--- src/rtl/servo_pulse_decoder.sv ---
// Two-channel servo pulse decoder: measures left/right high time in 0.1 % units and maps the pair to a direction code.
// Duty updates 3 clk after the closing rising edge; dir_valid follows one clk after the later channel publishes.

module servo_pulse_channel #(
  parameter int CLK_PER_UNIT  = 1000,
  parameter int TIMEOUT_UNITS = 1200
) (
  input  logic       clk,
  input  logic       rst_n,
  input  logic       pwm,
  output logic [9:0] duty,
  output logic       pub,
  output logic       lost
);

  localparam int PW = (CLK_PER_UNIT > 1) ? $clog2(CLK_PER_UNIT) : 1;
  localparam int TW = $clog2(TIMEOUT_UNITS + 1);
  localparam logic [PW-1:0] PRE_MAX = PW'(CLK_PER_UNIT - 1);
  localparam logic [TW-1:0] TO_VAL  = TW'(TIMEOUT_UNITS);

  typedef enum logic [1:0] {WAIT_RISE, HIGH, LOW} state_t;

  state_t        state_q, state_d;
  logic [1:0]    sync_q, sync_d;
  logic          prev_q, prev_d;
  logic [PW-1:0] presc_q, presc_d;
  logic [9:0]    high_q, high_d;
  logic [9:0]    width_q, width_d;
  logic [9:0]    duty_q, duty_d;
  logic [TW-1:0] period_q, period_d;
  logic          pub_q, pub_d;
  logic          lost_q, lost_d;

  logic          rise, fall, wrap;
  logic [9:0]    high_inc;
  logic [TW-1:0] period_inc;

  always_comb begin
    sync_d     = {sync_q[0], pwm};
    prev_d     = sync_q[1];
    rise       = sync_q[1] & ~prev_q;
    fall       = ~sync_q[1] & prev_q;
    wrap       = (presc_q == PRE_MAX);
    // The falling-edge cycle itself is counted, so width = floor(high cycles / CLK_PER_UNIT).
    high_inc   = (wrap && (high_q != 10'h3FF)) ? high_q + 10'd1 : high_q;
    period_inc = wrap ? period_q + TW'(1) : period_q;

    state_d  = state_q;
    presc_d  = presc_q;
    high_d   = high_q;
    period_d = period_q;
    width_d  = width_q;
    duty_d   = duty_q;
    pub_d    = 1'b0;
    lost_d   = lost_q;

    case (state_q)
      WAIT_RISE: begin
        if (rise) begin
          state_d  = HIGH;
          presc_d  = '0;
          high_d   = '0;
          period_d = '0;
        end
      end
      HIGH, LOW: begin
        presc_d  = wrap ? '0 : presc_q + PW'(1);
        period_d = period_inc;
        if (state_q == HIGH) begin
          high_d = high_inc;
        end
        if ((state_q == HIGH) && fall) begin
          width_d = high_inc;
          state_d = LOW;
        end
        if ((state_q == LOW) && rise) begin
          duty_d   = width_q;
          pub_d    = 1'b1;
          lost_d   = 1'b0;
          presc_d  = '0;
          high_d   = '0;
          period_d = '0;
          state_d  = HIGH;
        end else if (period_inc == TO_VAL) begin
          lost_d  = 1'b1;
          state_d = WAIT_RISE;
        end
      end
      default: state_d = WAIT_RISE;
    endcase
  end

  // Synchroniser and edge history reset high so a line already high at release is not taken as a rise.
  always_ff @(posedge clk or negedge rst_n) begin
    if (!rst_n) begin
      state_q  <= WAIT_RISE;
      sync_q   <= 2'b11;
      prev_q   <= 1'b1;
      presc_q  <= '0;
      high_q   <= '0;
      width_q  <= '0;
      duty_q   <= '0;
      period_q <= '0;
      pub_q    <= 1'b0;
      lost_q   <= 1'b0;
    end else begin
      state_q  <= state_d;
      sync_q   <= sync_d;
      prev_q   <= prev_d;
      presc_q  <= presc_d;
      high_q   <= high_d;
      width_q  <= width_d;
      duty_q   <= duty_d;
      period_q <= period_d;
      pub_q    <= pub_d;
      lost_q   <= lost_d;
    end
  end

  assign duty = duty_q;
  assign pub  = pub_q;
  assign lost = lost_q;

endmodule

module servo_pulse_decoder #(
  parameter int CLK_PER_UNIT  = 1000,
  parameter int TIMEOUT_UNITS = 1200,
  parameter int TOL           = 2
) (
  input  logic       clk,
  input  logic       resetn,
  input  logic       left_pwm,
  input  logic       right_pwm,
  output logic [9:0] left_duty,
  output logic [9:0] right_duty,
  output logic [2:0] direction,
  output logic       dir_valid,
  output logic       dir_error,
  output logic       signal_lost
);

  logic pub_l, pub_r, lost_l, lost_r;

  servo_pulse_channel #(.CLK_PER_UNIT(CLK_PER_UNIT), .TIMEOUT_UNITS(TIMEOUT_UNITS)) u_left (
    .clk(clk), .rst_n(resetn), .pwm(left_pwm), .duty(left_duty), .pub(pub_l), .lost(lost_l)
  );

  servo_pulse_channel #(.CLK_PER_UNIT(CLK_PER_UNIT), .TIMEOUT_UNITS(TIMEOUT_UNITS)) u_right (
    .clk(clk), .rst_n(resetn), .pwm(right_pwm), .duty(right_duty), .pub(pub_r), .lost(lost_r)
  );

  logic       fresh_l_q, fresh_l_d;
  logic       fresh_r_q, fresh_r_d;
  logic [2:0] direction_q, direction_d;
  logic       dir_valid_q, dir_valid_d;
  logic       dir_error_q, dir_error_d;
  logic       signal_lost_q, signal_lost_d;
  logic       fl, fr, hit;
  logic [2:0] code;

  function automatic logic near(input logic [9:0] v, input int target);
    return (int'(v) >= target - TOL) && (int'(v) <= target + TOL);
  endfunction

  always_comb begin
    hit  = 1'b1;
    code = 3'b000;
    if      (near(left_duty, 75) && near(right_duty, 28)) code = 3'b000;
    else if (near(left_duty, 82) && near(right_duty, 20)) code = 3'b001;
    else if (near(left_duty, 66) && near(right_duty, 36)) code = 3'b010;
    else if (near(left_duty, 82) && near(right_duty, 36)) code = 3'b011;
    else if (near(left_duty, 66) && near(right_duty, 20)) code = 3'b100;
    else hit = 1'b0;

    // A publish this cycle counts as fresh, so pairing costs only one clk after the later channel.
    fl = fresh_l_q | pub_l;
    fr = fresh_r_q | pub_r;

    fresh_l_d     = fl;
    fresh_r_d     = fr;
    direction_d   = direction_q;
    dir_valid_d   = 1'b0;
    dir_error_d   = dir_error_q;
    signal_lost_d = lost_l | lost_r;

    if (signal_lost_q) begin
      fresh_l_d   = 1'b0;
      fresh_r_d   = 1'b0;
      direction_d = 3'b000;
    end else if (fl && fr) begin
      fresh_l_d   = 1'b0;
      fresh_r_d   = 1'b0;
      dir_valid_d = 1'b1;
      direction_d = hit ? code : 3'b000;
      dir_error_d = ~hit;
    end
  end

  always_ff @(posedge clk or negedge resetn) begin
    if (!resetn) begin
      fresh_l_q     <= 1'b0;
      fresh_r_q     <= 1'b0;
      direction_q   <= 3'b000;
      dir_valid_q   <= 1'b0;
      dir_error_q   <= 1'b0;
      signal_lost_q <= 1'b0;
    end else begin
      fresh_l_q     <= fresh_l_d;
      fresh_r_q     <= fresh_r_d;
      direction_q   <= direction_d;
      dir_valid_q   <= dir_valid_d;
      dir_error_q   <= dir_error_d;
      signal_lost_q <= signal_lost_d;
    end
  end

  assign direction   = direction_q;
  assign dir_valid   = dir_valid_q;
  assign dir_error   = dir_error_q;
  assign signal_lost = signal_lost_q;

endmodule

--- config.mk ---
export PLATFORM = sky130hd
export DESIGN_NAME = servo_pulse_decoder
export DESIGN_NICKNAME = d
export VERILOG_FILES = /design/src/rtl/servo_pulse_decoder.sv
export SDC_FILE = /design/constraint.sdc
export NUM_CORES = 1
export LEC_CHECK = 0
export BUFFER_PORTS_ARGS = -buffer_cell sky130_fd_sc_hd__buf_2
export CAP_MARGIN = 10
export CORE_UTILIZATION = 50
export CTS_BUF_LIST = sky130_fd_sc_hd__clkbuf_16
export DETAILED_ROUTE_END_ITERATION = 7
export PLACE_DENSITY_LB_ADDON = 0.05
export SLEW_MARGIN = 30
export SYNTH_ARGS = -nofsm -noshare
export SYNTH_HDL_FRONTEND = slang
export SYNTH_SLANG_ARGS = --single-unit
--- constraint.sdc ---
create_clock -name clk -period 3.5 [get_ports clk]
set_input_delay 0.525 -clock clk [delete_from_list [all_inputs] [get_ports clk]]
set_output_delay 0.525 -clock clk [all_outputs]
set_load 0.05 [all_outputs]
# [After elaboration in Yosys (flattened, before gate mapping)]
# Index checks and enable logic that the tools add are counted.
[op_classes] add_sub_neg=6 order_cmp=12 eq_ne=16 mux=61 n_bitwise=13 n_reduce_logical=40
[ops] operator="2-to-1 mux 10 bit" n=12
[ops] operator="one-hot mux 10 bit (2 select lines)" n=4
[ops] operator="2-to-1 mux 11 bit" n=6
[ops] operator="one-hot mux 11 bit (2 select lines)" n=2
[ops] operator="adder 10 x 1 -> 10 bit (second input constant)" n=4
[ops] operator=">= comparator 10 x 7 -> 1 bit (second input constant)" n=3
[ops] operator="<= comparator 10 x 7 -> 1 bit (second input constant)" n=3
[ops] operator="2-to-1 mux 3 bit" n=8
[ops] operator="adder 11 x 1 -> 11 bit (second input constant)" n=2
[ops] operator="== test 11 bit (second input constant)" n=2
[ops] operator="AND reduction 2 bit" n=11
[ops] operator="== test 10 bit (second input constant)" n=2
[ops] operator=">= comparator 10 x 5 -> 1 bit (second input constant)" n=2
[ops] operator="<= comparator 10 x 5 -> 1 bit (second input constant)" n=2
[ops] operator="inequality test 10 bit (second input constant)" n=2
[ops] operator="2-to-1 mux 1 bit" n=19
[ops] operator="logical AND 1 bit" n=18
[ops] operator="2-to-1 mux 2 bit" n=8
[ops] operator=">= comparator 10 x 6 -> 1 bit (second input constant)" n=1
[ops] operator="<= comparator 10 x 6 -> 1 bit (second input constant)" n=1
[ops] operator="nonzero test 2 bit" n=5
[ops] operator="inequality test 4 x 1 -> 1 bit (second input constant)" n=2
[ops] operator="one-hot mux 2 bit (2 select lines)" n=2
[ops] operator="inequality test 3 x 1 -> 1 bit (second input constant)" n=2
[ops] operator="9 further kinds" n=25
[word_totals] reg_bits=124 inputBits=4 output_inout_bits=26 elab_cells=174

# [Depth between registers and ports, before layout]
# Gate-level depths: netlist of the first run.
[depth] word_depth=11 depth_mapped=9 ltp_nobuf=9

# [By module]
# A second synthesis of the first run with hierarchy kept.
[hier_totals] cells_unflattened=711 hier_area_um2=6608.8
[by_module_without_submodules] mod="servo_pulse_channel" instances=2 cells_each=333 area_per_inst_um2=3076.7 seq_area_each_um2=1455.1
[by_module_without_submodules] mod="servo_pulse_decoder" instances=1 cells_each=45 area_per_inst_um2=455.4 seq_area_each_um2=200.2

# [Worst setup path before layout of the first run]
# Ideal clock, no wire load.
[synth_path] kind="register to register" from="register u_left.presc_q[0]" to="register u_left.state_q[1]" setup_ns=0.118 t_arrival_ns=2.434 t_required_ns=3.382 slack_ns=0.948 path_stages_with_launch=10 path_buffers=1 period_less_slack_ns=2.552 path_cell_list="dfrtp_1 -> ha_1 -> nand4b_1 -> or3_1 -> buf_2 -> nor3_1 -> mux2_2 -> nor4_1 -> o31ai_1 -> a21o_1"
[synth_between] elab_chain_len=6 elab_cells_between_ends=8 classes_between="3 x eq/ne; 4 x mux; 1 x reduce/logical"
[synth_lines] item="from (decl)" line_no="26" source="logic [PW-1:0] presc_q, presc_d;"
[synth_lines] item="from (signal assigned)" line_no="110" source="presc_q <= presc_d;"
[synth_lines] item="== test 10 bit *" line_no="43" source="wrap = (presc_q == PRE_MAX);"
[synth_lines] item="2-to-1 mux 11 bit *" line_no="46" source="period_inc = wrap ? period_q + TW'(1) : period_q;"
[synth_lines] item="== test 11 bit *" line_no="84" source="end else if (period_inc == TO_VAL) begin"
[synth_lines] item="2-to-1 mux 2 bit" line_no="84"
[synth_lines] item="2-to-1 mux 2 bit" line_no="76" source="if ((state_q == LOW) && rise) begin"
[synth_lines] item="one-hot mux 2 bit (2 select lines)" line_no="57" source="case (state_q)"
[synth_lines] item="to (signal assigned)" line_no="107" source="state_q <= state_d;"
[synth_lines] item="to (decl)" line_no="23" source="state_t state_q, state_d;"
# Mark *: on every way between the ends. The rest lies on a longest branch, timed or not.
# A chain may end at the register's enable or synchronous reset.

# [Final worst setup path of the first run]
# Ends and elaborated chain as after synthesis.

==> results of run 1 <==
==> metrics by stage <==
step | cells | hold WS (ps) | instance area, µm² | setup WS [ps] | utilization [%]
after floorplan | 712 | 229.4 | 6351 | 948.1 | -
after global placement | 888 | 346.4 | 6671 | 728.6 | 54.63
after detailed placement | 888 | 348.7 | 6671 | 594.4 | 54.63
after CTS | 920 | 172.3 | 7207 | 598.6 | 59.02
after global routing | 920 | 188.3 | 7207 | 367.2 | 59.02
final | 920 | 144.8 | 7207 | 574.0 | 59.02
==> cells by family (layout without fill, tap and decap cells) <==
| kind of cell | Yosys count | after routing | share of synthesized area, % |
|---|---|---|---|
| DFF | 124 | 124 | 48.98 |
| and+or+nand+nor | 333 | 333 | 24.61 |
| muxes | 8 | 8 | 1.300 |
| adders and majority gates | 14 | 14 | 2.758 |
| AOI/OAI and AO/OA | 153 | 153 | 14.64 |
| xor gates and xnor gates | 37 | 37 | 5.102 |
| buffers and inverters | 43 | 83 | 2.620 |
==> how the worst max path moves through the flow <==
stage | from | to | cells past startpoint
3_3_place_gp | u_left.presc_q[0] | u_left.state_q[1] | 8
4_1_cts | u_left.presc_q[0] | u_left.state_q[1] | 8
2_1_floorplan | u_left.presc_q[0] | u_left.state_q[1] | 9
3_5_place_dp | u_left.presc_q[0] | u_left.state_q[1] | 8
6_report | u_left.presc_q[0] | u_left.state_q[1] | 8
5_1_grt | u_left.presc_q[0] | u_left.state_q[1] | 8
==> final cells by class <==
class                      count  share of cell area, %
clock inverter                15                  1.528
tap                          168                  2.917
sequential                   124                  43.16
inverter                      13                 0.6771
multi-input combinational    545                  42.66
timing repair buffer          38                  3.160
clock buffer                  17                  5.903
==> placed cells by master, fill, tap and decap left out, types with 6 or more instances in the layout <==
cell type,count
a21oi_1,23
nand4_1,20
dfstp_2,6
nor3_1,14
nand3_1,18
dfrtp_1,118
o31ai_1,13
nor2_1,49
buf_4,9
o21ai_0,81
clkbuf_16,17
nand2_1,170
inv_1,15
xor2_1,24
nand2b_1,8
mux2i_1,6
clkinv_2,6
buf_2,28
and3_1,12
ha_1,14
xnor2_1,13
a31oi_1,7
nor4_1,12
==> power by group <==
group	switching (mW)	internal (mW)
Clock	0.622	0.956
Combinational	0.726	0.309
Sequential	0.0687	1.50
Total	1.42	2.77
==> registers in the layout (all words and copies together), names as in the netlist, 2 cells and up <==
signal / count
u_left.presc_q: 10
u_right.duty: 10
u_right.presc_q: 10
u_left.duty: 10
u_right.period_q: 11
u_left.state_q: 2
u_left.high_q: 10
u_left.period_q: 11
u_right.state_q: 2
u_right.high_q: 10
direction: 3
u_right.width_q: 10
u_right.sync_q: 2
u_left.width_q: 10
u_left.sync_q: 2
==> per-layer routing <==
| layer | GRT usage [%] | up-vias |
|---|---|---|
| li1 | - | 2554 |
| met1 | 29.57 | 2447 |
| met2 | 36.61 | 69 |
| met3 | 5.770 | 13 |
| met4 | 6.926 | 0 |
| met5 | 0 | - |
==> worst register-to-register path: cells and delay by family (launching register included) <==
kind                     cells  cell delay, ps
multiplexers                 1             360
AND/OR/NAND/NOR              4            1360
adder cells (fa/ha/maj)      1             270
AO/OA/AOI/OAI                2             390
flip-flops                   1             450
==> flow_summary.ini, run 1 <==
[critical_path]
crit_fanout = 9
ff2ff_path_depth = 8
critPathCaptureType = register
crit_buf_inv = 0
cp_slowest_cell = or3_1
crit_arrival_ps = 3230
worstSetupPathType = register to register
crit-reg2reg-launch = u_left.presc_q[0]
cp_cell_sequence = ha_1 -> nand4b_1 -> or3_1 -> nor3_1 -> mux2_2 -> nor4_1 -> o31ai_1 -> a21o_1
max_stage_delay_ps = 500
cp_data_required_time_ps = 3810
critPathTopFamily = simple AND/OR/NAND/NOR gates
r2r_setup_slack_ps = 570
reg2reg_to = u_left.state_q[1]
worstSetupStartpointType = register

[layout]
layout-drive-gt1-share_pct = 11.44
antennaDiodeCount = 0
area_delta_synth_final_pct = 13.48
multiInputGateArea_um2 = 3074
regArea_um2 = 3110
final_nets = 757
fillers = 1109

[logic_synthesis]
syn_area_per_cell_um2 = 8.920
synth_ff_type = dfrtp_1
synth_area_um2 = 6351
synthTopCellsByCount = nand2_1, dfrtp_1, o21ai_0
synth.distinct_cells = 53
synth.most_common_cell = nand2_1
ys_seq_elements = 124
synth_warnings = 0
yosysTopAreaCellShare_pct = 46.49
async_flop_share_pct = 100.0
yosysTopAreaCell = dfrtp_1
synth.area.top_cells = dfrtp_1, nand2_1, o21ai_0
synth-edff-count = 0
syn_inst = 712
seq_area_frac_synth_pct = 48.98
syn-num-nets = 730

[timing]
drv_slew = 0
finalHoldViolCount = 0
fin_crit_sh_pct = 83.60
fin_crit_ps = 2926
slew_headroom_pct = 49.27
fin_skew_ps = 6.629
worst_pin_slew_ps = 739.7
tns_ps = 0
max_clock_freq_mhz = 341.8
rsz0062_at_grt = false
setup_viol = 0

[detailed_routing]
vias = 5083
wl_met3_um = 419
ant_nets = 0
route.layer.met1.wl_um = 6411
dr_wl_met2_um = 6435
drt_iter0_markers = 285
first_pass_iters = 5
highest_layer = met4
wl_per_cell_um = 14.59
postRouteWirelength_um = 13420
viasPerCell = 5.525
drcViolationCount = 0

[clocking]
cts_max_level = 4
post_cts_buffers = 0
cts_hold_buf = 0
cts_tree = built
numCtsBuffers = 17
clock-root-buffer = clkbuf_16
clock_path_buffers = 2
cts_resized = 0
cts.clk_slew.worst_paths_ps = 60
cts.sinks = 124
clkLatencyLatePin_ps = 420

[power]
cellPowerDensity_nw_per_um2 = 580.6
peakVddDrop_mv = 0.3841
finalPower_mw = 4.184
leakagePower_nw = 3.294

[floorplan]
die_area_um2 = 13160
die_w_um = 114.7
core_area_um2 = 12210
start_util_pct = 52.01
row_count = 40
boundaryPins = 30
die_y_um = 114.7

[grt]
overflow = 0
antenna_found_initial = 0
grt_first_pass_wirelength_um = 23160
grt_pass1_vias = 4889
grt_usage_pct = 22.47
grt_max_degree = 71

[placed_design]
hpwl_um = 9194
port-buffer-count = 29
gp_congestion = 0.8996

[flow_run]
maxCapViolCount = 0

[worst_hold_path]
hold_class = input pin to async pin

[status]
status = finished, final reports clean
(Power assumes the default switching activity.)
==> inputs of run 2 (changes only) <==
Settings changed: ABC_AREA set to 1.
Clock period 3.5 ns to 2.4 ns, I/O delays scaled along.
==> flow_summary.ini, run 2 <==
[status]
status = finished, final reports clean

[logic_synthesis]
synth.most_common_cell = nand2_1
synth_top_family_by_area = simple AND/OR/NAND/NOR gates
synth-edff-count = 0
synth_area_um2 = 6755
synth_ff_type = dfrtp_1
synth_compound_area_share_pct = 11.19
synth.area.top_cells = dfrtp_1, nand2_1, inv_1
yosysTopAreaCell = dfrtp_1
syn-num-nets = 900
syn_area_per_cell_um2 = 7.659
yosysTopAreaCellShare_pct = 43.71
synth_warnings = 0
seq_area_frac_synth_pct = 46.05
synthSimpleGateAreaFrac_pct = 29.02
async_flop_share_pct = 100.0
ys_seq_elements = 124
synth_mux_area_share_pct = 0
syn_inst = 882
synth_xor_area_share_pct = 2.463
synthTopCellsByCount = nand2_1, inv_1, dfrtp_1
synth_adder_area_share_pct = 2.593
synth.distinct_cells = 41

[timing]
rsz0062_at_grt = false
fin_skew_ps = 7.589
slew_headroom_pct = 62.10
setup_viol = 0
finalHoldViolCount = 0
worst_pin_slew_ps = 568.5
tns_ps = 0
max_clock_freq_mhz = 475.7
fin_crit_sh_pct = 87.58
fin_crit_ps = 2102
setup_slack_ps = 298.0
drv_slew = 0

[layout]
largest_registers = u_left.period_q (11), u_right.period_q (11)
layout-drive-gt1-share_pct = 12.07
area_delta_synth_final_pct = 14.35
stdcell_count = 1112
antennaDiodeCount = 0
final_nets = 941
layout_common_cells = nand2_1, inv_1, dfrtp_1
mostFrequentLayoutCell = nand2_1
final_util_pct = 58.57

[grt]
grt_first_pass_wirelength_um = 26170
grt_max_degree = 47
overflow = 0
antenna_found_initial = 0
grt_usage_pct = 23.18
grt_pass1_vias = 5718

[clocking]
cts_tree = built
cts_max_level = 4
post_cts_buffers = 0
cts.clk_slew.worst_paths_ps = 60
numCtsBuffers = 17
cts.sinks = 124
clock-root-buffer = clkbuf_16
clkLatencyLatePin_ps = 420
clock_path_buffers = 2

[detailed_routing]
wl_per_cell_um = 13.21
first_pass_iters = 5
drcViolationCount = 0
vias = 5798
drt_iter0_markers = 396
viasPerCell = 5.214
ant_nets = 0
postRouteWirelength_um = 14690

[placed_design]
port-buffer-count = 29
hpwl_um = 10580
place_inst = 1079
gp_congestion = 0.9344
post-place-ws_ps = 208.3

[worst_hold_path]
hold_class = input pin to register

[critical_path]
cp_slowest_cell = dfrtp_1
critPathCaptureType = register
crit_arrival_ps = 2380
worstSetupStartpointType = register
worstSetupPathType = register to register
max_stage_delay_ps = 390
cp_cell_sequence = ha_1 -> nand2_1 -> nor2_4 -> nand3_4 -> inv_2 -> nand2_2 -> nor3_2 -> xor2_1 -> o22ai_1
crit_fanout = 16
r2r_setup_slack_ps = 300
cp_data_required_time_ps = 2680

[floorplan]
die_area_um2 = 13980
die_w_um = 118.2
boundaryPins = 30
row_count = 42
die_y_um = 118.2
core_area_um2 = 13190
start_util_pct = 51.21

[power]
leakagePower_nw = 3.710
peakVddDrop_mv = 0.4618
cellPowerDensity_nw_per_um2 = 812.7
finalPower_mw = 6.278

[flow_run]
maxCapViolCount = 0
## run 2: cell types whose count changed in the layout (fill, tap and decap cells not counted), moves of 8 or more
cell and delta:
and3_1 -12, inv_1 +108, nand2_1 +82, nand2b_1 -8, nand3_1 +31, nor2_1 +20
nor4_1 -8, o21ai_0 -18, o22ai_1 +35, o31ai_1 -11, xnor2_1 -12
## run 2: worst paths after layout
path	endpoint	start	cells past startpoint
worst max-delay path	u_right.high_q[4]	u_right.presc_q[0]	9
worst min-delay path	u_left.sync_q[0]	left_pwm	1
worst max register to register	u_right.high_q[4]	u_right.presc_q[0]	9
worst min register to register	u_left.sync_q[1]	u_left.sync_q[0]	0
max in group asynchronous	u_right.sync_q[1]	resetn	3
min in group asynchronous	u_left.duty[2]	resetn	2
## run 2: cell families (layout without fill, tap and decap cells)
family,Yosys count,after routing
AOI/OAI and AO/OA,134,134
buffers and inverters,148,202
and+or+nand+nor,443,443
xor gates and xnor gates,19,19
DFF,124,124
adders and majority gates,14,14
## run 2: metal layers
layer  routed length [µm]  up-vias  GRT usage [%]
met2                 6920      121          37.94
met4                  245        0          9.615
li1                     -     2956              -
met5                    0        -              0
met3                  564       20          4.585
met1                 6957     2701          30.04
## run 2: timing repair
action / 4_1_cts / 5_1_grt
gates resized for setup: 0 / 1
hold buffers: 1 / 0
endpoints found under the hold margin: 39 / 0
endpoints found under the setup margin: 0 / 3
## run 2: stage by stage
stage               cell area, µm²  hold WS, ps
global placement              7121        351.6
global route                  7725        20.28
detailed placement            7121        349.7
CTS                           7720        16.32
finish                        7725        36.29
floorplan                     6755        64.41
## run 2: final cells by class
type | count | area (µm²)
sequential | 124 | 3110
clock buffer | 17 | 425.4
fill | 1197 | 5465
clock inverter | 15 | 163.9
timing repair buffer | 39 | 250.2
multi-input combinational | 610 | 3063
tap | 176 | 220.2
inverter | 131 | 491.7
## run 2: power breakdown
group	total [mW]	switching, mW	internal, mW
Clock	2.54	0.996	1.55
Combinational	1.45	1.06	0.398
Sequential	2.28	0.0872	2.20
## run 2: critical path, delay by kind of cell (launching register included)
kind                       cells  cell delay [ps]
xor gates and xnor gates       1              260
AOI/OAI and AO/OA              1              110
adders and majority gates      1              180
buffers and inverters          1              270
DFF                            1              390
and+or+nand+nor                5              750
==> inputs of run 3 (changes only) <==
Settings changed: CTS_BUF_LIST sky130_fd_sc_hd__clkbuf_16 to sky130_fd_sc_hd__clkbuf_8, PLACE_DENSITY set to 0.8, PLACE_DENSITY_LB_ADDON 0.05 to unset.
==> flow_summary.ini, run 3 (synthesis gave the netlist of run 2 again) <==
[timing]
max_clock_freq_mhz = 470.0
fin_skew_ps = 13.77
slew_headroom_pct = 44.26
rsz0062_at_grt = false
tns_ps = 0
fin_crit_sh_pct = 88.66
worst_pin_slew_ps = 815.0
hold_slack_ps = 328.8
drv_slew = 0
finalHoldViolCount = 0
setup_viol = 0
fin_crit_ps = 2128

[power]
clkPwrFrac_pct = 32.0
cellPowerDensity_nw_per_um2 = 730.1
switching_power_mw = 2.062
leakagePower_nw = 3.615
combinationalPowerShare_pct = 26.4
p_sw_share_pct = 37.58
peakVddDrop_mv = 0.7664
p_int_mw = 3.425
pwr-share-seq_pct = 41.6

[grt]
antenna_found_initial = 0
grt_pass1_vias = 5691
grt_usage_pct = 22.05
grt_max_degree = 46
grt_first_pass_wirelength_um = 25220
overflow = 0

[layout]
final_nets = 943
regArea_um2 = 3110
layout_common_cells = nand2_1, inv_1, dfrtp_1
multiInputGateArea_um2 = 3058
mostFrequentLayoutCell = nand2_1
layout-drive-gt1-share_pct = 11.94
largest_registers = u_left.period_q (11), u_right.period_q (11)
area_delta_synth_final_pct = 11.24
fillers = 1164
antennaDiodeCount = 0

[clocking]
cts.sinks = 124
cts_resized = 0
cts_tree = built
post_cts_buffers = 0
clkLatencyLatePin_ps = 450
cts.clk_slew.worst_paths_ps = 80
cts_hold_buf = 3
clock-root-buffer = clkbuf_8
numCtsBuffers = 17
cts_max_level = 4
clock_path_buffers = 2

[floorplan]
die_area_um2 = 13980
row_count = 42
die_y_um = 118.2
die_w_um = 118.2
boundaryPins = 30
start_util_pct = 51.21
core_area_um2 = 13190

[detailed_routing]
first_pass_iters = 6
postRouteWirelength_um = 14230
vias = 5950
drt_iter0_markers = 590
wl_per_cell_um = 12.78
viasPerCell = 5.341
ant_nets = 0
drcViolationCount = 0

[status]
status = finished, final reports clean

[critical_path]
cp-startpoint = u_right.presc_q[0]
worstSetupStartpointType = register
crit_arrival_ps = 2520
crit_fanout = 16
cp_data_required_time_ps = 2800
worstSetupPathType = register to register
critPathCaptureType = register
crit-reg2reg-launch = u_right.presc_q[0]

[worst_hold_path]
hold_class = input pin to async pin

[flow_run]
maxCapViolCount = 0

[placed_design]
port-buffer-count = 29
hpwl_um = 10020
gp_congestion = 0.9307
==> run 3: changes by cell type in the layout (fill, tap and decap cells not counted), moves of 2 or more <==
cell | previous run | this run
clkinv_2 | 3 | 1
clkbuf_8 | 0 | 17
dlygate4sd3_1 | 1 | 3
clkinv_4 | 4 | 8
clkbuf_16 | 17 | 0
==> run 3: power by group through the flow <==
stage | logic (mW) | registers, mW | clock network (mW)
floorplan | 0.984 | 2.32 | 0
global placement | 1.39 | 2.31 | 0
detailed placement | 1.41 | 2.32 | 0
CTS | 1.44 | 2.28 | 1.79
global route | 1.64 | 2.30 | 1.89
finish | 1.45 | 2.28 | 1.76
==> run 3: worst paths after layout <==
kind | slack [ps] | cells after the start | end
setup / recovery | 270 | 15 | u_right.state_q[1]
hold / removal | 330 | 2 | u_left.period_q[3]
setup reg to reg | 270 | 15 | u_right.state_q[1]
hold reg to reg | 360 | 0 | u_left.sync_q[1]
max in group asynchronous | 1320 | 3 | u_right.period_q[8]
min in group clk | 360 | 0 | u_left.sync_q[1]
==> run 3: metal layers <==
layer  GRT usage, %  up-vias  share of wire (%)
li1               -     2951                  -
met4          9.135        0                2.1
met2          35.40      211                 47
met1          28.84     2749                 46
met5              0        -                  0
met3          4.875       39                4.8
==> run 3: critical path, stage by stage (launching register included) <==
cell and delay, ps:
dfrtp_1 390, ha_1 190, nand2_1 110, nor2_4 150, nand3_4 210, inv_2 270, nand2_1 90, nand2_1 120
nor2_1 70, nand2_1 70, nor2_1 40, nand2_1 80, nand3_2 70, nand2_1 90, nand2_1 60, nand2_1 60
==> run 3: metrics by stage <==
step	setup slack [ps]	util (%)	cell area [µm²]	instances	total power, mW
final	272.2	56.97	7515	1114	5.487
after detailed placement	324.1	53.89	7108	1079	3.730
after global routing	19.78	56.97	7515	1114	5.824
after CTS	304.9	56.97	7515	1114	5.514
after global placement	341.9	53.89	7108	1079	3.707
after floorplan	544.6	-	6755	882	3.304
==> run 3: layout make-up <==
class	instances	share of cell area, %
repair buffers	41	3.430
clock inverters	15	1.898
flip-flops and latches	124	41.39
clock buffers	17	3.114
inverters	131	6.543
multi-input cells	610	40.69
well taps	176	2.930
